### config.mk
export PLATFORM = sky130hd
export DESIGN_NAME = vga_scan_gen
export DESIGN_NICKNAME = d
export VERILOG_FILES = /design/src/rtl/vga_pkg.sv /design/src/rtl/vga_delay_line.sv /design/src/rtl/vga_scan_gen.sv
export SDC_FILE = /design/constraint.sdc
export NUM_CORES = 1
export LEC_CHECK = 0
export ABC_AREA = 1
export BUFFER_PORTS_ARGS = -buffer_cell sky130_fd_sc_hd__buf_2
export CAP_MARGIN = 10
export CELL_PAD_IN_SITES_DETAIL_PLACEMENT = 1
export CELL_PAD_IN_SITES_GLOBAL_PLACEMENT = 2
export CORE_MARGIN = 2
export CORE_UTILIZATION = 36
export DETAILED_ROUTE_END_ITERATION = 8
export PLACE_DENSITY = 0.8
export SYNTH_ARGS = -nofsm -noshare
export SYNTH_HDL_FRONTEND = slang
export SYNTH_SLANG_ARGS = --single-unit
export TNS_END_PERCENT = 100
### constraint.sdc
create_clock -name clk -period 2.69 [get_ports clk]
set_input_delay 0 -clock clk [delete_from_list [all_inputs] [get_ports clk]]
set_output_delay 0 -clock clk [all_outputs]
set_load 0.02 [all_outputs]
### src/rtl/vga_pkg.sv
// Shared VGA timing presets, the aligned-control bundle type and timing helper functions.
package vga_pkg;

  localparam int VGA640_HACTIVE = 640;
  localparam int VGA640_HFP     = 16;
  localparam int VGA640_HSYNC   = 96;
  localparam int VGA640_HBP     = 48;
  localparam int VGA640_VACTIVE = 480;
  localparam int VGA640_VFP     = 10;
  localparam int VGA640_VSYNC   = 2;
  localparam int VGA640_VBP     = 33;

  localparam int VGA800_HACTIVE = 800;
  localparam int VGA800_HFP     = 40;
  localparam int VGA800_HSYNC   = 128;
  localparam int VGA800_HBP     = 88;
  localparam int VGA800_VACTIVE = 600;
  localparam int VGA800_VFP     = 1;
  localparam int VGA800_VSYNC   = 4;
  localparam int VGA800_VBP     = 23;

  // Control signals that travel together through the latency-matching delay line.
  typedef struct packed {
    logic hsync;
    logic vsync;
    logic de;
    logic frame_start;
    logic line_start;
  } vga_ctrl_t;

  function automatic int vga_total(input int active, input int fp, input int sync, input int bp);
    return active + fp + sync + bp;
  endfunction

  // A CW-bit counter can reach total-1 only when clog2(total) <= CW.
  function automatic bit vga_width_fits(input int total, input int cw);
    return $clog2(total) <= cw;
  endfunction

endpackage

### src/rtl/vga_delay_line.sv
// Shift register of DEPTH stages with per-bit async reset value; tap is the stage before the output.
module vga_delay_line #(
  parameter int             W       = 1,
  parameter int             DEPTH   = 1,
  parameter logic [W-1:0]   RST_VAL = '0
) (
  input  logic         clk,
  input  logic         rst_n,
  input  logic [W-1:0] din,
  output logic [W-1:0] dout,
  output logic [W-1:0] tap
);

  logic [W-1:0] stage [DEPTH];

  always_ff @(posedge clk or negedge rst_n) begin
    if (!rst_n) begin
      for (int i = 0; i < DEPTH; i++) stage[i] <= RST_VAL;
    end else begin
      stage[0] <= din;
      for (int i = 1; i < DEPTH; i++) stage[i] <= stage[i-1];
    end
  end

  assign dout = stage[DEPTH-1];

  // With a single stage the tap is the undelayed input.
  if (DEPTH > 1) begin : g_tap_reg
    assign tap = stage[DEPTH-2];
  end else begin : g_tap_comb
    assign tap = din;
  end

endmodule

### src/rtl/vga_scan_gen.sv
// VGA scan generator: h/v timing, framebuffer address with frame-latched base/scale, latency-aligned outputs.
// Define VGA_SCAN_SCALE_EN to honour the 2x replication input; otherwise scale is ignored.
module vga_scan_gen
  import vga_pkg::*;
#(
  parameter int HACTIVE = 640,
  parameter int HFP     = 16,
  parameter int HSYNC   = 96,
  parameter int HBP     = 48,
  parameter int VACTIVE = 480,
  parameter int VFP     = 10,
  parameter int VSYNC   = 2,
  parameter int VBP     = 33,
  parameter bit HPOL    = 1'b0,
  parameter bit VPOL    = 1'b0,
  parameter int CW      = 12,
  parameter int ADDR_W  = 19,
  parameter int STRIDE  = 640,
  parameter int PIX_W   = 8,
  parameter int LAT     = 2
) (
  input  logic              clk,
  input  logic              rst_n,
  input  logic [ADDR_W-1:0] fb_base,
  input  logic              scale,
  input  logic [PIX_W-1:0]  pix_in,
  output logic [ADDR_W-1:0] addr,
  output logic              addr_valid,
  output logic              hsync,
  output logic              vsync,
  output logic              de,
  output logic [PIX_W-1:0]  pix_out,
  output logic              frame_start,
  output logic              line_start
);

  localparam int HTOTAL = vga_total(HACTIVE, HFP, HSYNC, HBP);
  localparam int VTOTAL = vga_total(VACTIVE, VFP, VSYNC, VBP);

  localparam logic [CW-1:0] H_LAST = CW'(HTOTAL - 1);
  localparam logic [CW-1:0] H_ACT  = CW'(HACTIVE);
  localparam logic [CW-1:0] HS_BEG = CW'(HACTIVE + HFP);
  localparam logic [CW-1:0] HS_END = CW'(HACTIVE + HFP + HSYNC);
  localparam logic [CW-1:0] V_LAST = CW'(VTOTAL - 1);
  localparam logic [CW-1:0] V_ACT  = CW'(VACTIVE);
  localparam logic [CW-1:0] VS_BEG = CW'(VACTIVE + VFP);
  localparam logic [CW-1:0] VS_END = CW'(VACTIVE + VFP + VSYNC);

  localparam logic [ADDR_W-1:0] STRIDE_A = ADDR_W'(STRIDE);
  localparam vga_ctrl_t CTRL_RST = '{hsync: ~HPOL, vsync: ~VPOL, default: 1'b0};

  if (!vga_width_fits(HTOTAL, CW) || !vga_width_fits(VTOTAL, CW)) begin : g_cw_check
    $error("vga_scan_gen: CW too narrow for HTOTAL/VTOTAL");
  end
  if (LAT < 0) begin : g_lat_check
    $error("vga_scan_gen: LAT must be non-negative");
  end

  logic [CW-1:0]     h;
  logic [CW-1:0]     v;
  logic [CW-1:0]     h_off;
  logic              line_end;
  logic              frame_end;
  logic              line_adv;
  logic              raw_active;
  logic [ADDR_W-1:0] base_q;
  logic [ADDR_W-1:0] line_base;
  logic [ADDR_W-1:0] addr_calc;
  logic [ADDR_W-1:0] addr_hold;
  vga_ctrl_t         raw_ctrl;
  vga_ctrl_t         dly_ctrl;
  vga_ctrl_t         tap_ctrl;
  logic [3:0]        tap_unused;

  assign line_end   = (h == H_LAST);
  assign frame_end  = line_end && (v == V_LAST);
  assign raw_active = (h < H_ACT) && (v < V_ACT);

  always_ff @(posedge clk or negedge rst_n) begin
    if (!rst_n) begin
      h <= '0;
      v <= '0;
    end else if (line_end) begin
      h <= '0;
      v <= (v == V_LAST) ? '0 : v + 1'b1;
    end else begin
      h <= h + 1'b1;
    end
  end

`ifdef VGA_SCAN_SCALE_EN
  logic scale_q;

  always_ff @(posedge clk or negedge rst_n) begin
    if (!rst_n)         scale_q <= 1'b0;
    else if (frame_end) scale_q <= scale;
  end

  // Replication: each pixel read twice, each line's base reused for two lines.
  assign h_off    = scale_q ? (h >> 1) : h;
  assign line_adv = !scale_q || v[0];
`else
  logic scale_unused;

  assign scale_unused = scale;
  assign h_off        = h;
  assign line_adv     = 1'b1;
`endif

  // line_base takes the base being latched at the wrap so the new page starts on the very next frame.
  always_ff @(posedge clk or negedge rst_n) begin
    if (!rst_n) begin
      base_q    <= '0;
      line_base <= '0;
    end else if (frame_end) begin
      base_q    <= fb_base;
      line_base <= fb_base;
    end else if (line_end && (v < V_ACT) && line_adv) begin
      line_base <= line_base + STRIDE_A;
    end
  end

  assign addr_calc = line_base + ADDR_W'(h_off);

  always_ff @(posedge clk or negedge rst_n) begin
    if (!rst_n)          addr_hold <= '0;
    else if (raw_active) addr_hold <= addr_calc;
  end

  assign addr       = raw_active ? addr_calc : addr_hold;
  assign addr_valid = raw_active;

  always_comb begin
    raw_ctrl             = CTRL_RST;
    raw_ctrl.hsync       = ((h >= HS_BEG) && (h < HS_END)) ? HPOL : ~HPOL;
    raw_ctrl.vsync       = ((v >= VS_BEG) && (v < VS_END)) ? VPOL : ~VPOL;
    raw_ctrl.de          = raw_active;
    raw_ctrl.frame_start = (h == '0) && (v == '0);
    raw_ctrl.line_start  = (h == '0) && (v < V_ACT);
  end

  vga_delay_line #(
    .W      ($bits(vga_ctrl_t)),
    .DEPTH  (LAT + 1),
    .RST_VAL(CTRL_RST)
  ) u_ctrl_dly (
    .clk  (clk),
    .rst_n(rst_n),
    .din  (raw_ctrl),
    .dout (dly_ctrl),
    .tap  (tap_ctrl)
  );

  assign tap_unused = {tap_ctrl.hsync, tap_ctrl.vsync, tap_ctrl.frame_start, tap_ctrl.line_start};

  // The tap's de lines up with read data arriving LAT cycles after its address.
  always_ff @(posedge clk or negedge rst_n) begin
    if (!rst_n) pix_out <= '0;
    else        pix_out <= tap_ctrl.de ? pix_in : '0;
  end

  assign hsync       = dly_ctrl.hsync;
  assign vsync       = dly_ctrl.vsync;
  assign de          = dly_ctrl.de;
  assign frame_start = dly_ctrl.frame_start;
  assign line_start  = dly_ctrl.line_start;

endmodule
Word level (Yosys, flattened, before mapping):

Index checks and enable logic that the tools add are counted.

* flip-flop bits (word level): 85
* input port bits: 30
* output and inout bits: 33
* word-level logic and storage cells: 38

* add/sub/neg operators: 4
* $lt $le $gt $ge: 6
* equal/unequal tests: 2
* mux-type cells: 8
* reduce and logical (&&, ||, !) cells: 10

Operators with widths (number)
* $mux 19: 3
* $add 12x1->12 const B: 2
* $eq 12x10->1 const B: 2
* $logic_not 12->1: 2
* $lt 12x10->1 const B: 2
* $lt 12x9->1 const B: 2
* $mux 12: 2
* $add 19x10->19 const B: 1
* $add 19x12->19: 1
* $ge 12x10->1 const B: 1
* $ge 12x9->1 const B: 1
* $mux 8: 1
* $logic_and 1x1->1: 7
* $mux 1: 2
* $reduce_bool 2->1: 1

Longest topological paths before layout:

* depth in word-level cells: 4
* gate-level depth with buffers: 13
* gate-level depth less buffers: 13

Modules after synthesis:

A second synthesis with hierarchy kept.

* cell total of the unflattened synthesis: 607
* area total of the unflattened synthesis: 4684.5 µm²

Modules (own cells, without submodules)
* vga_scan_gen: instances 1, cells each 582, area an instance 4226.6 µm², seq. area each 1751.7 µm²
* vga_delay_line: instances 1, cells each 25, area an instance 457.9 µm², seq. area each 382.9 µm²

Worst setup path after synthesis:

No wires, ideal clock.

* path kind: reg2reg
* from: register h[0]
* to: register addr_hold[8]
* setup time: 186 ps
* arrival time: 1994 ps
* data required time: 2504 ps
* path slack: 511 ps
* cell stages (with the launch flop): 11
* buffers on the path: 0
* clock period less this slack: 2179 ps
* cells stage by stage: dfrtp_1 -> ha_1 -> inv_1 -> fa_1 -> inv_1 -> nand3_1 -> nand3_1 -> nand2_1 -> nand2_1 -> xnor2_1 -> o21ai_0

* cells in the longest elaborated chain, start to end: 3
* elaborated cells on any way between the ends: 4
* classes of those cells: add/sub: 1; order compare: 1; mux: 1; reduce/logical: 1

RTL lines
* start: declaration: RTL line vga_scan_gen.sv:59 `logic [CW-1:0] h;`
* start signal: assignment: RTL line vga_scan_gen.sv:87 `h <= h + 1'b1;`
* parallel branches: the longest is 2 deep, another holds $add 19x12->19
* $mux 19 (*)
* via addr[8]: RTL line vga_scan_gen.sv:27 `output logic [ADDR_W-1:0] addr,`
* end signal: assignment: RTL line vga_scan_gen.sv:127 `else if (raw_active) addr_hold <= addr_calc;`
* end: declaration: RTL line vga_scan_gen.sv:69 `logic [ADDR_W-1:0] addr_hold;`

Mark *: on every way through the listed nets, which the timed path passes.
A chain may end at the register's enable or synchronous reset.

Worst setup path in the final report:

* from: register h[4]
* to: output addr[9]

* cells in the longest elaborated chain, start to end: 3
* elaborated cells on any way between the ends: 4
* classes of those cells: add/sub: 1; order compare: 1; mux: 1; reduce/logical: 1

RTL lines
* parallel branches: the longest is 2 deep, another holds $add 19x12->19
* $mux 19 (*): RTL line vga_scan_gen.sv:130 `assign addr = raw_active ? addr_calc : addr_hold;`
* end: declaration: RTL line vga_scan_gen.sv:27

Mark *: on every way between the ends.

==> impl_results.md <==
- Placer Congestion: 0.8295
- TritonCTS clock tree: done
- Placed inst area: 0.005175 mm2
- Mapped Area: 0.004731 mm2
- CP Cell Sequence: ha_1 -> a21oi_1 -> nand2_1 -> nand2_1 -> nand3_1 -> xnor2_1 -> o21ai_0 -> buf_2
- Post-route setup TNS: 0 ps
- Via/cell ratio: 4.759
- CP Class: reg2out
- Dpl ws: 405.1 ps
- Worst-path maximum fanout: 8
- Vias in the first global route: 4382
- Number of flops mapped to enable cells by yosys: 0
- Slew Limit Fails: 0
- Net Count, Synth: 656
- Clock root cell: clkbuf_16
- Commonest non-fill, non-tap cell in the layout: nand2_1
- Total Wirelength: 12450 um
- Most frequent cells in the layout: nand2_1, dfrtp_1, inv_1
- Row cnt: 41
- Peak VDD IR: 330.2 uV
- GRT Util Overall: 0.1876
- Count of clock tree sinks: 85
- DR WL/cell: 14.21 um
- Worst hold path depth: 0
- Register-to-Register Path Depth: 10
- Final min period: 2517 ps
- Max Cap Viol: 0
- CTS buffer count: 9
- Worst path slowest cell: dfrtp_1
- DIE HEIGHT: 118.6 um
- Yosys top cell area share: 0.4179
- Clock Latency Late Sink: 340 ps
- Grt ovf: 0
- Clock-pin slew on the worst setup and hold paths: 60 ps
- Worst Path Required: 2690 ps
- Detailed Route Iter0 Violations: 123
- Yosys warns: 0
- IO Pins: 63
- Largest net degree at the start of global routing: 86
- Detail Route Antenna Nets: 0
- Post-synth cell types: 42
- H-tree levels: 3
- Critical path depth in cells: 8
- Clk buf depth: 2
- CP peak stage delay: 490 ps
- Initial antenna violation count: 0
- Layout fillers: 1603
- Tcrit/Tclk final: 0.9357
- Crit end category: primary output
- Pwr Density: 463.9 mW/mm2
- Initial Utilization: 0.3719
- Worst-margin pin slew: 1099 ps
- Unrepaired setup endpoints after global routing: no
- Core area: 0.01272 mm2
- Run status: completed
- Area Growth Syn to Fin: 22.75%
- Crit start category: register
- Worst slew margin: 0.2672
- FMAX: 0.3973 GHz
- R2R Setup Slk: 460 ps
- PortBufs: 61
- First drt pass iteration count: 4
- Routed via count: 4169
- Final core occ: 0.4564
- Arr. time, crit path: 2520 ps
- Global-route wire length before repair: 21250 um
- Final Total Pwr: 2.694 mW
- Final WS setup: 172.9 ps
- Synth area leader: dfrtp_1
- Fin cells: 876
- Top post-synthesis cells by area: dfrtp_1, nand2_1, inv_1, nand3_1, ha_1
- Fin nets: 747
- Layout cell share with drive strength beyond 1: 0.1477
- Ys flop type: dfrtp_1
- WP buf/inv: 1
- # diodes: 0
- Clk_skew: 6.983 ps
- Hpwl dp: 9197 um
- Leakage dissipation: 3.101 nW
- HP Class: reg2reg
- Crit path max-delay family: compound AO/OA/AOI/OAI gates
- Mapped Avg Cell Area: 7.781 um2
- DIE AREA: 0.01407 mm2
- Final setup vio count: 0
- DRC: 0
- Hold Vio Cnt, Final: 0
- Hold slack final: 348.6 ps
- Cell repeated most along the worst path: nand2_1
- Mapped Cells: 608
- Cell area after layout: 0.005807 mm2
- Post-synthesis sequential area ratio: 0.4512
- Placed cells: 829
- Asr flop ratio synth: 1.000
- Die width: 118.6 um
- FF+latch count, synth: 85
[worst paths after layout]
check | start | end
min in group asynchronous | rst_n | pix_out[6]
worst min-delay path | u_ctrl_dly.stage[12] | u_ctrl_dly.tap[2]
worst min register to register | u_ctrl_dly.stage[12] | u_ctrl_dly.tap[2]
worst max register to register | h[1] | line_base[18]
worst max-delay path | h[4] | addr[9]
max in group asynchronous | rst_n | h[0]
[kinds of logic (layout without fill, tap and decap cells)]
| kind of cell | after synthesis | after routing | share of synthesized area |
|---|---|---|---|
| compound gates | 54 | 54 | 0.06560 |
| xor+xnor | 27 | 27 | 0.04999 |
| fa+ha+maj | 18 | 18 | 0.04919 |
| buf+inv | 87 | 183 | 0.07696 |
| flops | 85 | 85 | 0.4512 |
| simple gates | 337 | 337 | 0.3071 |
[synth_stat cells (2+ instances only)]
| library cell | instances |
|---|---|
| nand2_1 | 199 |
| dfrtp_1 | 79 |
| inv_1 | 70 |
| nor2_1 | 54 |
| nand3_1 | 45 |
| o21ai_0 | 24 |
| ha_1 | 17 |
| xor2_1 | 17 |
| nor3_1 | 13 |
| a21oi_1 | 12 |
| xnor2_1 | 10 |
| dfstp_2 | 6 |
| o21ai_1 | 6 |
| buf_2 | 5 |
| nand4_1 | 5 |
| o211ai_1 | 5 |
| buf_4 | 4 |
| nor4_1 | 4 |
| inv_2 | 3 |
| or2_0 | 3 |
| and2_1 | 2 |
| buf_6 | 2 |
| nand2_2 | 2 |
| nand3_4 | 2 |
| nand3b_1 | 2 |
[registers in the layout (all words and copies together) (netlist names)]
name	count
addr_hold	19
line_base	19
h	12
v	12
pix_out	8
u_ctrl_dly.dout	5
u_ctrl_dly.stage	5
u_ctrl_dly.tap	5
[worst reg2reg max path, stage by stage, from the launching register on]
cell and delay, ps:
dfrtp_1 430, ha_1 280, nand3_4 150, inv_1 110, nand3_1 400, inv_2 290, nand2_2 170, nand2_1 110
nand2_1 50, nand2_1 40, o21ai_0 80
[where the power goes]
group          internal [mW]  leakage [nW]  switching, mW  total, mW
Combinational         0.0472          1.96         0.0493     0.0965
Sequential              1.28         0.995        0.00119       1.29
Clock                  0.815         0.151          0.497       1.31
Total                   2.15          3.10          0.547       2.69
[per-layer routing]
layer / up-vias / wire length [um] / share of wire / global-route usage
li1: 2113 / - / - / -
met1: 1997 / 5957 / 0.48 / 0.2443
met2: 48 / 6069 / 0.49 / 0.3218
met3: 11 / 236 / 0.019 / 0.02220
met4: 0 / 188 / 0.015 / 0.06473
met5: - / 0 / 0 / 0
[final cells by class]
type	count	area, um2	area share
Clock buffer	12	236.5	0.04072
Clock inverter	4	73.82	0.01271
Inverter	74	281.5	0.04848
Multi-Input combinational cell	436	2246	0.3868
Sequential cell	85	2136	0.3678
Tap cell	172	215.2	0.03706
Timing Repair Buffer	92	610.6	0.1051
Timing Repair inverter	1	7.507	0.001293
[repair_timing]
item                                    in CTS  in global routing
gates resized for setup                      0                  7
endpoints found under the setup margin       0                 15
buffers inserted                             0                  2
endpoints found under the hold margin      106                  0
hold buffers                                28                  0
Power figures use the tool's default switching activity.
